===== src/rtl/ppu_op_scheduler.sv =====
// ============================================================================
// Module   : ppu_op_scheduler
// Purpose  : Round-robin sharing of one variable-latency posit core between
//            two requesters, with a watchdog that answers NaR on core stall.
// Revision : 1.0 - initial release
// ============================================================================
`default_nettype none

module ppu_op_scheduler #(
    parameter int N       = 16,
    parameter int OP_SIZE = 3,
    parameter int TIMEOUT = 64
) (
    input  logic                   clk,
    input  logic                   rst_n,
    input  logic [1:0]             req_valid,
    output logic [1:0]             req_ready,
    input  logic [2*OP_SIZE-1:0]   req_op,
    input  logic [2*N-1:0]         req_p1,
    input  logic [2*N-1:0]         req_p2,
    output logic [1:0]             rsp_valid,
    input  logic [1:0]             rsp_ready,
    output logic [N-1:0]           rsp_result,
    output logic                   rsp_err,
    output logic                   core_start,
    output logic [OP_SIZE-1:0]     core_op,
    output logic [N-1:0]           core_p1,
    output logic [N-1:0]           core_p2,
    input  logic                   core_done,
    input  logic [N-1:0]           core_result
);

    localparam logic [OP_SIZE-1:0] OP_ADD = OP_SIZE'(0);
    localparam logic [OP_SIZE-1:0] OP_SUB = OP_SIZE'(1);
    localparam logic [OP_SIZE-1:0] OP_MUL = OP_SIZE'(2);
    localparam logic [OP_SIZE-1:0] OP_DIV = OP_SIZE'(3);
    localparam int                 WD_W   = $clog2(TIMEOUT) + 1;
    localparam logic [WD_W-1:0]    WD_MAX = WD_W'(TIMEOUT - 1);
    localparam logic [N-1:0]       NAR    = {1'b1, {(N-1){1'b0}}};

    typedef enum logic [1:0] {
        IDLE  = 2'd0,
        ISSUE = 2'd1,
        WAIT  = 2'd2,
        RESP  = 2'd3
    } state_t;

    state_t             state_q, state_d;
    logic               ptr_q, ptr_d;
    logic               grant_q, grant_d;
    logic [OP_SIZE-1:0] op_q, op_d;
    logic [N-1:0]       p1_q, p1_d;
    logic [N-1:0]       p2_q, p2_d;
    logic [N-1:0]       result_q, result_d;
    logic               err_q, err_d;
    logic [WD_W-1:0]    wd_q, wd_d;

    logic               win;
    logic [OP_SIZE-1:0] win_op;
    logic               win_legal;
    logic [WD_W-1:0]    wd_inc;

    // With both requesters pending the pointer decides, otherwise the lone one wins.
    assign win       = (req_valid == 2'b11) ? ptr_q : req_valid[1];
    assign win_op    = win ? req_op[2*OP_SIZE-1:OP_SIZE] : req_op[OP_SIZE-1:0];
    assign win_legal = (win_op == OP_ADD) || (win_op == OP_SUB) ||
                       (win_op == OP_MUL) || (win_op == OP_DIV);
    assign wd_inc    = wd_q + WD_W'(1);

    always_comb begin
        state_d    = state_q;
        ptr_d      = ptr_q;
        grant_d    = grant_q;
        op_d       = op_q;
        p1_d       = p1_q;
        p2_d       = p2_q;
        result_d   = result_q;
        err_d      = err_q;
        wd_d       = wd_q;
        req_ready  = 2'b00;
        rsp_valid  = 2'b00;
        core_start = 1'b0;

        case (state_q)
            IDLE: begin
                if (req_valid != 2'b00) begin
                    req_ready = win ? 2'b10 : 2'b01;
                    grant_d   = win;
                    ptr_d     = ~win;
                    op_d      = win_op;
                    p1_d      = win ? req_p1[2*N-1:N] : req_p1[N-1:0];
                    p2_d      = win ? req_p2[2*N-1:N] : req_p2[N-1:0];
                    if (win_legal) begin
                        state_d = ISSUE;
                    end else begin
                        result_d = NAR;
                        err_d    = 1'b1;
                        state_d  = RESP;
                    end
                end
            end
            ISSUE: begin
                core_start = 1'b1;
                wd_d       = '0;
                state_d    = WAIT;
            end
            WAIT: begin
                // A completion in the final watchdog cycle still takes precedence.
                if (core_done) begin
                    result_d = core_result;
                    err_d    = 1'b0;
                    state_d  = RESP;
                end else if (wd_inc == WD_MAX) begin
                    wd_d     = wd_inc;
                    result_d = NAR;
                    err_d    = 1'b1;
                    state_d  = RESP;
                end else begin
                    wd_d = wd_inc;
                end
            end
            RESP: begin
                rsp_valid = grant_q ? 2'b10 : 2'b01;
                if (rsp_ready[grant_q]) begin
                    state_d = IDLE;
                end
            end
            default: state_d = IDLE;
        endcase
    end

    always_ff @(posedge clk or negedge rst_n) begin
        if (!rst_n) begin
            state_q  <= IDLE;
            ptr_q    <= 1'b0;
            grant_q  <= 1'b0;
            op_q     <= '0;
            p1_q     <= '0;
            p2_q     <= '0;
            result_q <= '0;
            err_q    <= 1'b0;
            wd_q     <= '0;
        end else begin
            state_q  <= state_d;
            ptr_q    <= ptr_d;
            grant_q  <= grant_d;
            op_q     <= op_d;
            p1_q     <= p1_d;
            p2_q     <= p2_d;
            result_q <= result_d;
            err_q    <= err_d;
            wd_q     <= wd_d;
        end
    end

    assign core_op    = op_q;
    assign core_p1    = p1_q;
    assign core_p2    = p2_q;
    assign rsp_result = result_q;
    assign rsp_err    = err_q;

endmodule

`default_nettype wire


===== config.mk =====
export PLATFORM = sky130hd
export DESIGN_NAME = ppu_op_scheduler
export DESIGN_NICKNAME = d
export VERILOG_FILES = /design/src/rtl/ppu_op_scheduler.sv
export SDC_FILE = /design/constraint.sdc
export NUM_CORES = 1
export LEC_CHECK = 0
export CORE_ASPECT_RATIO = 0.75
export CORE_UTILIZATION = 34
export CTS_BUF_LIST = sky130_fd_sc_hd__clkbuf_8
export DETAILED_ROUTE_END_ITERATION = 7
export DONT_BUFFER_PORTS = 1
export SYNTH_ARGS = -nofsm -noshare
export SYNTH_HDL_FRONTEND = slang
export SYNTH_SLANG_ARGS = --single-unit

===== constraint.sdc =====
create_clock -name clk -period 2.1 [get_ports clk]
set_input_delay 0.21 -clock clk [delete_from_list [all_inputs] [get_ports clk]]
set_output_delay 0.21 -clock clk [all_outputs]
set_load 0.02 [all_outputs]

Yosys cells after proc, flatten, opt, wreduce, memory -nomap -nowiden
Index checks and enable logic that the tools add are counted.
{"block": "totals", "word_cells": 67, "regBits": 63, "inputBits": 93, "output_inout_bits": 57}
{"block": "classes", "n_lt_le_gt_ge": 1, "n_bitwise": 1, "addsub": 1, "reduce_logical": 12, "muxes": 30, "n_eq_ne": 13}
{"cell": "2-to-1 mux 16 bit", "n": 6}
{"cell": "case mux 16 bit (2 select lines)", "n": 1}
{"cell": "2-to-1 mux 2 bit", "n": 10}
{"cell": "case mux 7 bit (2 select lines)", "n": 1}
{"cell": "2-to-1 mux 1 bit", "n": 8}
{"cell": "inequality test 2 bit, second input constant", "n": 4}
{"cell": "case mux 2 bit (4 select lines)", "n": 1}
{"cell": "adder 7 x 1 -> 7 bit, second input constant", "n": 1}
{"cell": "== test 7 x 6 -> 1 bit, second input constant", "n": 1}
{"cell": "2-to-1 mux 7 bit", "n": 1}
{"cell": "== test 2 bit, second input constant", "n": 3}
{"cell": "== test 3 x 2 -> 1 bit, second input constant", "n": 2}
{"cell": "nonzero test 2 bit", "n": 3}
{"cell": "AND reduction 2 bit", "n": 2}
{"cell": "AND reduction 4 bit", "n": 1}
{"cell": "== test 3 x 1 -> 1 bit, second input constant", "n": 1}
{"cell": "logical NOT 3 bit", "n": 1}
{"cell": "logical OR 1 bit", "n": 3}
{"cell": "2-to-1 mux 3 bit", "n": 1}
{"cell": "inequality test 3 bit, second input constant", "n": 1}
{"cell": "AND reduction 3 bit", "n": 1}
{"cell": "== test 2 x 1 -> 1 bit, second input constant", "n": 1}
{"cell": "logical NOT 2 bit", "n": 1}
{"cell": "less-than comparator 1 x 2 -> 1 bit, second input constant", "n": 1}
{"cell": "2 further kinds", "n": 2}

Depth between registers and ports, before layout
Gate-level depths: netlist of the first run.
{"block": "logic_depth", "word_depth": 10, "mapped_depth": 9, "mapped_depth_nobuf": 7}

Worst setup path before layout of the first run
OpenSTA, ideal clock, no wires.
{"block": "synth_path", "path_kind": "register to register", "startpoint": "reg state_q[0]", "endpoint": "reg result_q[10] (netlist: rsp_result[10])", "n_path_buf": 2, "path_slack_ns": 0.254, "required_ns": 1.982, "setup_ns": 0.118, "arrival_ns": 1.728, "synth_period_minus_slack_ns": 1.846, "stages_incl_launch_ff": 10, "path_cell_list": "dfrtp_1 inv_1 ha_1 clkbuf_2 inv_2 a31oi_2 a21oi_2 buf_2 a22o_1 a21o_1"}
{"block": "synth_between", "elab_chain_len": 3, "word_cells_on_any_way": 8, "classes_between": "eq/ne (4); mux (1); reduce/logical (3)"}
{"element": "from (decl)", "line_no": "48", "text": "state_t state_q, state_d;"}
{"element": "from (signal assigned)", "line_no": "144", "text": "state_q <= state_d;"}
{"element": "== test 2 bit or logical NOT 2 bit (tied branches)", "line_no": "84", "text": "case (state_q)"}
{"element": "inequality test 3 bit (no line), or another cell as far along"}
{"element": "AND reduction 4 bit (no line)"}
{"element": "to (signal assigned)", "line_no": "150", "text": "result_q <= result_d;"}
{"element": "to (decl)", "line_no": "54", "text": "logic [N-1:0] result_q, result_d;"}
Several ways; a longest one is shown, not always the timed one.
A chain may end at the register's enable or synchronous reset.

Final worst setup path of the first run
{"block": "layout_path", "startpoint": "reg state_q[0]", "endpoint": "out req_ready[0]"}
{"block": "layout_between", "elab_chain_len": 2}
{"element": "logical NOT 2 bit", "line_no": "84"}
{"element": "2-to-1 mux 2 bit", "line_no": "84"}
{"element": "to (decl)", "line_no": "17", "text": "output logic [1:0] req_ready,"}
Every way passes these cells.

==> flow_summary.yaml, run 1 <==
logic_synthesis:
  syn_area_sq_um: 3180
  syn_area_per_cell_sq_um: 10.1
  ys_seq_area_frac: 0.495
  ys_seq_elements: 63
  synth_nets: 413
  ys_warn_count: 0
  synthCells: 314
  synth_cell_type_count: 41
  synth_top_area_frac: 0.495
  yosysTopAreaCell: "dfrtp_1"
  synth_area_leaders: "dfrtp_1 (50%), mux2i_1 (6.6%), o21ai_0 (6.4%), nand2_1 (5.4%), a22o_1 (4.7%)"
detailed_routing:
  viasPerCell: 5.10
  wl_per_cell_microns: 15.5
  dr.pass1.iters: 4
  drt-initial-drc-count: 63
  detail-route-antenna-nets: 0
  drc: 0
  vias: 2274
  drt_wl_total_microns: 6910
setup_path:
  worst_setup_path_start_kind: "flip-flop"
  r2r_cells: 6
  worst_setup_path_end_kind: "output port"
  path_cells: "inv_1 -> ha_1 -> buf_4 -> o21ai_4 -> nor2_1"
  crit_arrival_ps: 1730
  slowest_delay_ps: 410
  crit_type: "reg2out"
  required_ps: 1890
  cp_slowest_cell: "dfrtp_1"
  cp_num_cells: 5
  path_max_fanout: 16
  cp_top_family: "flip-flops"
  cp_num_buf_inv: 2
floorplan:
  fp.dieH_microns: 85.8
  die_area_sq_um: 9760
  coreArea_sq_um: 9080
  ios: 150
  die_w_microns: 114
  initial_core_util: 0.350
  rows: 30
grt:
  overflow: 0
  grt_pass1_wl_microns: 11000
  grt_max_degree: 64
  grt_pass1_vias: 2267
  track_usage: 0.148
  antenna_found_initial: 0
finish:
  layout-drive-gt1-share: 0.116
  area.growth.synth_to_final_pct: 11.3
  antenna_cells_inserted: 0
  fin_nets: 412
sta:
  worst_pin_slew_ps: 758
  slew_violations: 0
  report.final.setup_viol: 0
  totalNegativeSetupSlack_ps: 0
  fin_crit_ps: 1940
  holdWs_ps: 62.6
  fmax_ghz: 0.517
  slew_headroom: 0.491
  fin_skew_ps: 8.29
  finalHoldViolCount: 0
  grt_setup_unrepaired: "no"
  period_share: 0.922
power:
  pwr-share-clk: 0.198
  power.total_mw: 5.33
  pwr-share-seq: 0.490
  power.density_nw_per_um2: 1500
  p_int_mw: 2.97
  switching_power_mw: 2.36
  p_leak_nw: 1.70
  switching_share: 0.443
  irDropWorstVdd_uv: 600
  comb_power_share: 0.311
place:
  gp_congestion: 0.793
  dp_hpwl_microns: 4860
  port_buffers: 0
clock_network:
  cts_root_buf: "clkbuf_8"
  postCtsSetupBuffers: 0
  path_clk_slew_ps: 70
  cts_buffers: 9
  cts_tree: "built"
  cts_max_level: 3
  clockBufferDepth: 2
  cts.sinks: 63
  clk_latency_ps: 340
worst_hold_path:
  min_path_type: "in2reg"
  hold_depth: 2
outcome:
  status: "completed"
job:
  maxCapViolations: 0
## placed cells by master (no fill, tap or decap), types with 4 or more instances in the layout
cell type	synthesis	routed
ha_1	6	6
nand2_1	46	46
nor2_1	5	5
a22oi_1	15	15
inv_1	9	9
nor3_1	4	4
clkbuf_8	0	10
nand2b_1	6	6
a21oi_1	4	4
dfrtp_1	63	63
mux2i_1	21	21
a21o_1	17	17
xnor2_1	4	4
o31ai_1	5	5
o21ai_0	41	40
buf_4	4	7
a22o_1	17	17
## per-layer routing
metal,part of all wire,track usage
met1,0.43,0.175
met2,0.46,0.231
met3,0.092,0.0707
met4,0.016,0.0574
met5,0,0
## power groups by stage
stage	sequential [mW]	clock, mW	combinational, mW
after floorplan	2.51	0	1.35
after global placement	2.64	0	1.60
after detailed placement	2.63	0	1.65
after CTS	2.62	1.10	1.69
after global routing	2.68	1.15	1.92
final	2.61	1.06	1.66
## flip-flops by register name, summed over array words and instances (netlist names)
name        cells
core_op         3
core_p1        16
core_p2        16
grant_q         1
ptr_q           1
rsp_err         1
rsp_result     16
state_q         2
wd_q            7
## final cells by class
class	count	area (sq um)
clock buffer	10	138
clock inverter	6	60.1
fill	918	5540
inverter	11	41.3
multi-input combinational	218	1460
sequential	63	1580
tap	128	160
timing repair buffer	10	110
## worst reg2reg max path: stages, from the launching register on
cell and delay [ps]:
dfrtp_1 390, inv_1 100, ha_1 230, buf_4 170
o2bb2ai_2 600, a22o_1 240, a21oi_1 40
## logic make-up after synthesis
kind of cell	share of synthesized area
compound gates	0.239
xor+xnor	0.0193
fa+ha+maj	0.0236
buf+inv	0.0542
flops	0.495
mux	0.0660
simple gates	0.103
## cells in the mapped netlist
library cell,count
o2111ai_1,1
a22oi_1,15
o21ai_1,1
a22o_1,17
a21boi_1,1
a21oi_1,4
a21boi_0,1
inv_1,9
and3_1,1
nor3_1,4
ha_1,6
buf_6,1
nor2b_1,3
nand2_1,46
xor2_1,3
buf_2,7
a21oi_2,1
a31oi_2,1
buf_4,4
nand3_1,3
nor2_1,5
mux2i_1,21
clkbuf_2,1
a21o_1,17
clkbuf_1,8
a211o_1,1
nor2_2,1
o22ai_1,1
o2bb2ai_2,1
o21a_1,2
o211ai_2,1
o31ai_1,5
xnor2_1,4
buf_12,1
nor3_2,1
nand2b_1,6
dfrtp_1,63
and2_1,2
o21ai_0,41
nand3_2,1
inv_2,2
## stage by stage
stage | instances | worst slack, ps | area (sq um) | utilization
floorplan | 314 | 254 | 3180 | -
detailed placement | 428 | 117 | 3310 | 0.364
global placement | 428 | 167 | 3310 | 0.364
CTS | 446 | 71.2 | 3540 | 0.390
global route | 446 | 0.262 | 3540 | 0.390
finish | 446 | 165 | 3540 | 0.390
## worst paths after layout
check	start	slack, ps	end
max	state_q[0]$_DFFE_PN0P_	160	req_ready[0]
min	req_p2[15]	60	core_p2[15]$_DFFE_PN0P_
max reg2reg	state_q[0]$_DFFE_PN0P_	220	rsp_result[15]$_DFFE_PN0P_
min reg2reg	grant_q$_DFFE_PN0P_	570	grant_q$_DFFE_PN0P_
max in group asynchronous	rst_n	1430	core_p1[5]$_DFFE_PN0P_
min in group asynchronous	rst_n	410	rsp_result[2]$_DFFE_PN0P_
## repair_timing
| action | CTS | global route |
|---|---|---|
| hold buffers | 2 | 0 |
| endpoints found under the setup margin | 0 | 19 |
| endpoints found under the hold margin | 63 | 0 |
| resized for setup | 0 | 1 |
(Power assumes the default switching activity.)
==> run 2, diff against run 1 <==
--- a/config.mk
+++ b/config.mk
@@ -10,6 +10,7 @@
 export CTS_BUF_LIST = sky130_fd_sc_hd__clkbuf_8
 export DETAILED_ROUTE_END_ITERATION = 7
 export DONT_BUFFER_PORTS = 1
+export RECOVER_POWER = 50
 export SYNTH_ARGS = -nofsm -noshare
 export SYNTH_HDL_FRONTEND = slang
 export SYNTH_SLANG_ARGS = --single-unit
==> flow_summary.yaml, run 2 (synthesis results as in run 1) <==
outcome:
  status: "complete, but fails checks"
  violations: "capacitance limit, slew limit"
sta:
  fin_skew_ps: 8.24
  grt_setup_unrepaired: "no"
  fin_ws_ps: 167
  finalHoldViolCount: 0
  slew_violations: 64
  totalNegativeSetupSlack_ps: 0
  fin_crit_ps: 1930
  slew_headroom: -0.0542
  period_share: 0.920
  report.final.setup_viol: 0
  fmax_ghz: 0.517
  worst_pin_slew_ps: 1580
setup_path:
  worst_setup_path_start_kind: "flip-flop"
  r2r-start: "state_q[0]$_DFFE_PN0P_"
  path_cells: "inv_1 -> ha_1 -> buf_4 -> o21ai_4 -> nor2_1"
  crit_type: "reg2out"
  rrSetupSlack_ps: 220
  required_ps: 1890
  worst_setup_path_end_kind: "output port"
  cp_slowest_cell: "dfrtp_1"
  path_max_fanout: 16
  r2r_cells: 6
  cp_num_buf_inv: 2
  crit_arrival_ps: 1720
  slowest_delay_ps: 410
  reg2reg_to: "rsp_result[15]$_DFFE_PN0P_"
  cp_top_family: "flip-flops"
clock_network:
  cts_buffers: 9
  clk_latency_ps: 340
  postCtsSetupBuffers: 0
  path_clk_slew_ps: 70
  cts_root_buf: "clkbuf_8"
  cts_max_level: 3
  cts_tree: "built"
  cts.sinks: 63
  clockBufferDepth: 2
floorplan:
  fp.dieH_microns: 85.8
  rows: 30
  ios: 150
  initial_core_util: 0.350
  die_w_microns: 114
  die_area_sq_um: 9760
  coreArea_sq_um: 9080
grt:
  grt_pass1_wl_microns: 11000
  overflow: 0
  antenna_found_initial: 0
  track_usage: 0.148
  grt_pass1_vias: 2267
  grt_max_degree: 64
worst_hold_path:
  min_path_type: "in2reg"
  hold_end: "core_p2[15]$_DFFE_PN0P_"
  hold_depth: 2
  min-delay-start: "req_p2[15]"
job:
  maxCapViolations: 1
power:
  p_leak_nw: 1.70
  power.total_mw: 5.32
  irDropWorstVdd_uv: 600
  power.density_nw_per_um2: 1510
detailed_routing:
  wl_per_cell_microns: 15.5
  vias: 2264
  drc: 0
  drt_wl_total_microns: 6910
  viasPerCell: 5.08
  detail-route-antenna-nets: 0
  dr.pass1.iters: 4
  drt-initial-drc-count: 63
finish:
  mostFrequentLayoutCell: "dfrtp_1"
  fin_nets: 412
  fin_area_sq_um: 3520
  layout-drive-gt1-share: 0.116
  antenna_cells_inserted: 0
  area.growth.synth_to_final_pct: 10.6
  most-common-layout-cells: "dfrtp_1 (63), nand2_1 (46), o21ai_0 (40)"
place:
  dp_hpwl_microns: 4860
  gp_congestion: 0.793
  dpl_cell_area_sq_um: 3310
  port_buffers: 0
  preCtsSetupSlack_ps: 117
==> run 2: cell count changes in the layout (fill, tap and decap cells not counted), sizes merged <==
cell,before,now
buf,9,8
clkbuf,10,11
==> run 2: routing by layer <==
metal	up-vias	global-route usage	part of all wire
met5	-	0	0
met4	0	0.0574	0.013
met3	9	0.0707	0.090
met2	87	0.231	0.46
met1	1062	0.175	0.44
li1	1106	-	-
==> run 2: power by group <==
part | switching (mW) | internal, mW | total, mW
Combinational | 0.965 | 0.689 | 1.65
Clock | 0.480 | 0.573 | 1.05
Sequential | 0.913 | 1.70 | 2.61
==> run 2: timing repair <==
action / CTS / global route
hold endpoints to repair: 63 / 0
hold buffers: 2 / 0
resized for setup: 0 / 1
endpoints found under the setup margin: 0 / 19
==> run 2: through the flow <==
stage | hold slack (ps) | cells | utilization
floorplan | -85.6 | 314 | -
global placement | -82.3 | 428 | 0.364
detailed placement | -82.3 | 428 | 0.364
CTS | 43.0 | 446 | 0.390
global route | 58.8 | 446 | 0.388
finish | 64.3 | 446 | 0.388
==> run 2: final cells by class <==
cell class	count	area [sq um]
multi-input combinational	218	1460
inverter	11	41.3
sequential	63	1580
fill	921	5560
timing repair buffer	10	87.6
clock buffer	10	138
tap	128	160
clock inverter	6	60.1
==> run 2: how the worst max path moves through the flow <==
stage,startpoint,depth (start not counted),endpoint,slack [ps]
floorplan,state_q[0]$_DFFE_PN0P_,9,rsp_result[10]$_DFFE_PN0P_,250
global placement,wd_q[0]$_DFFE_PN0P_,6,state_q[1]$_DFFE_PN0P_,170
detailed placement,wd_q[0]$_DFFE_PN0P_,6,state_q[1]$_DFFE_PN0P_,120
CTS,wd_q[0]$_DFFE_PN0P_,6,state_q[1]$_DFFE_PN0P_,70
global route,wd_q[0]$_DFFE_PN0P_,6,rsp_err$_DFFE_PN0P_,0.3
finish,state_q[0]$_DFFE_PN0P_,5,req_ready[0],170
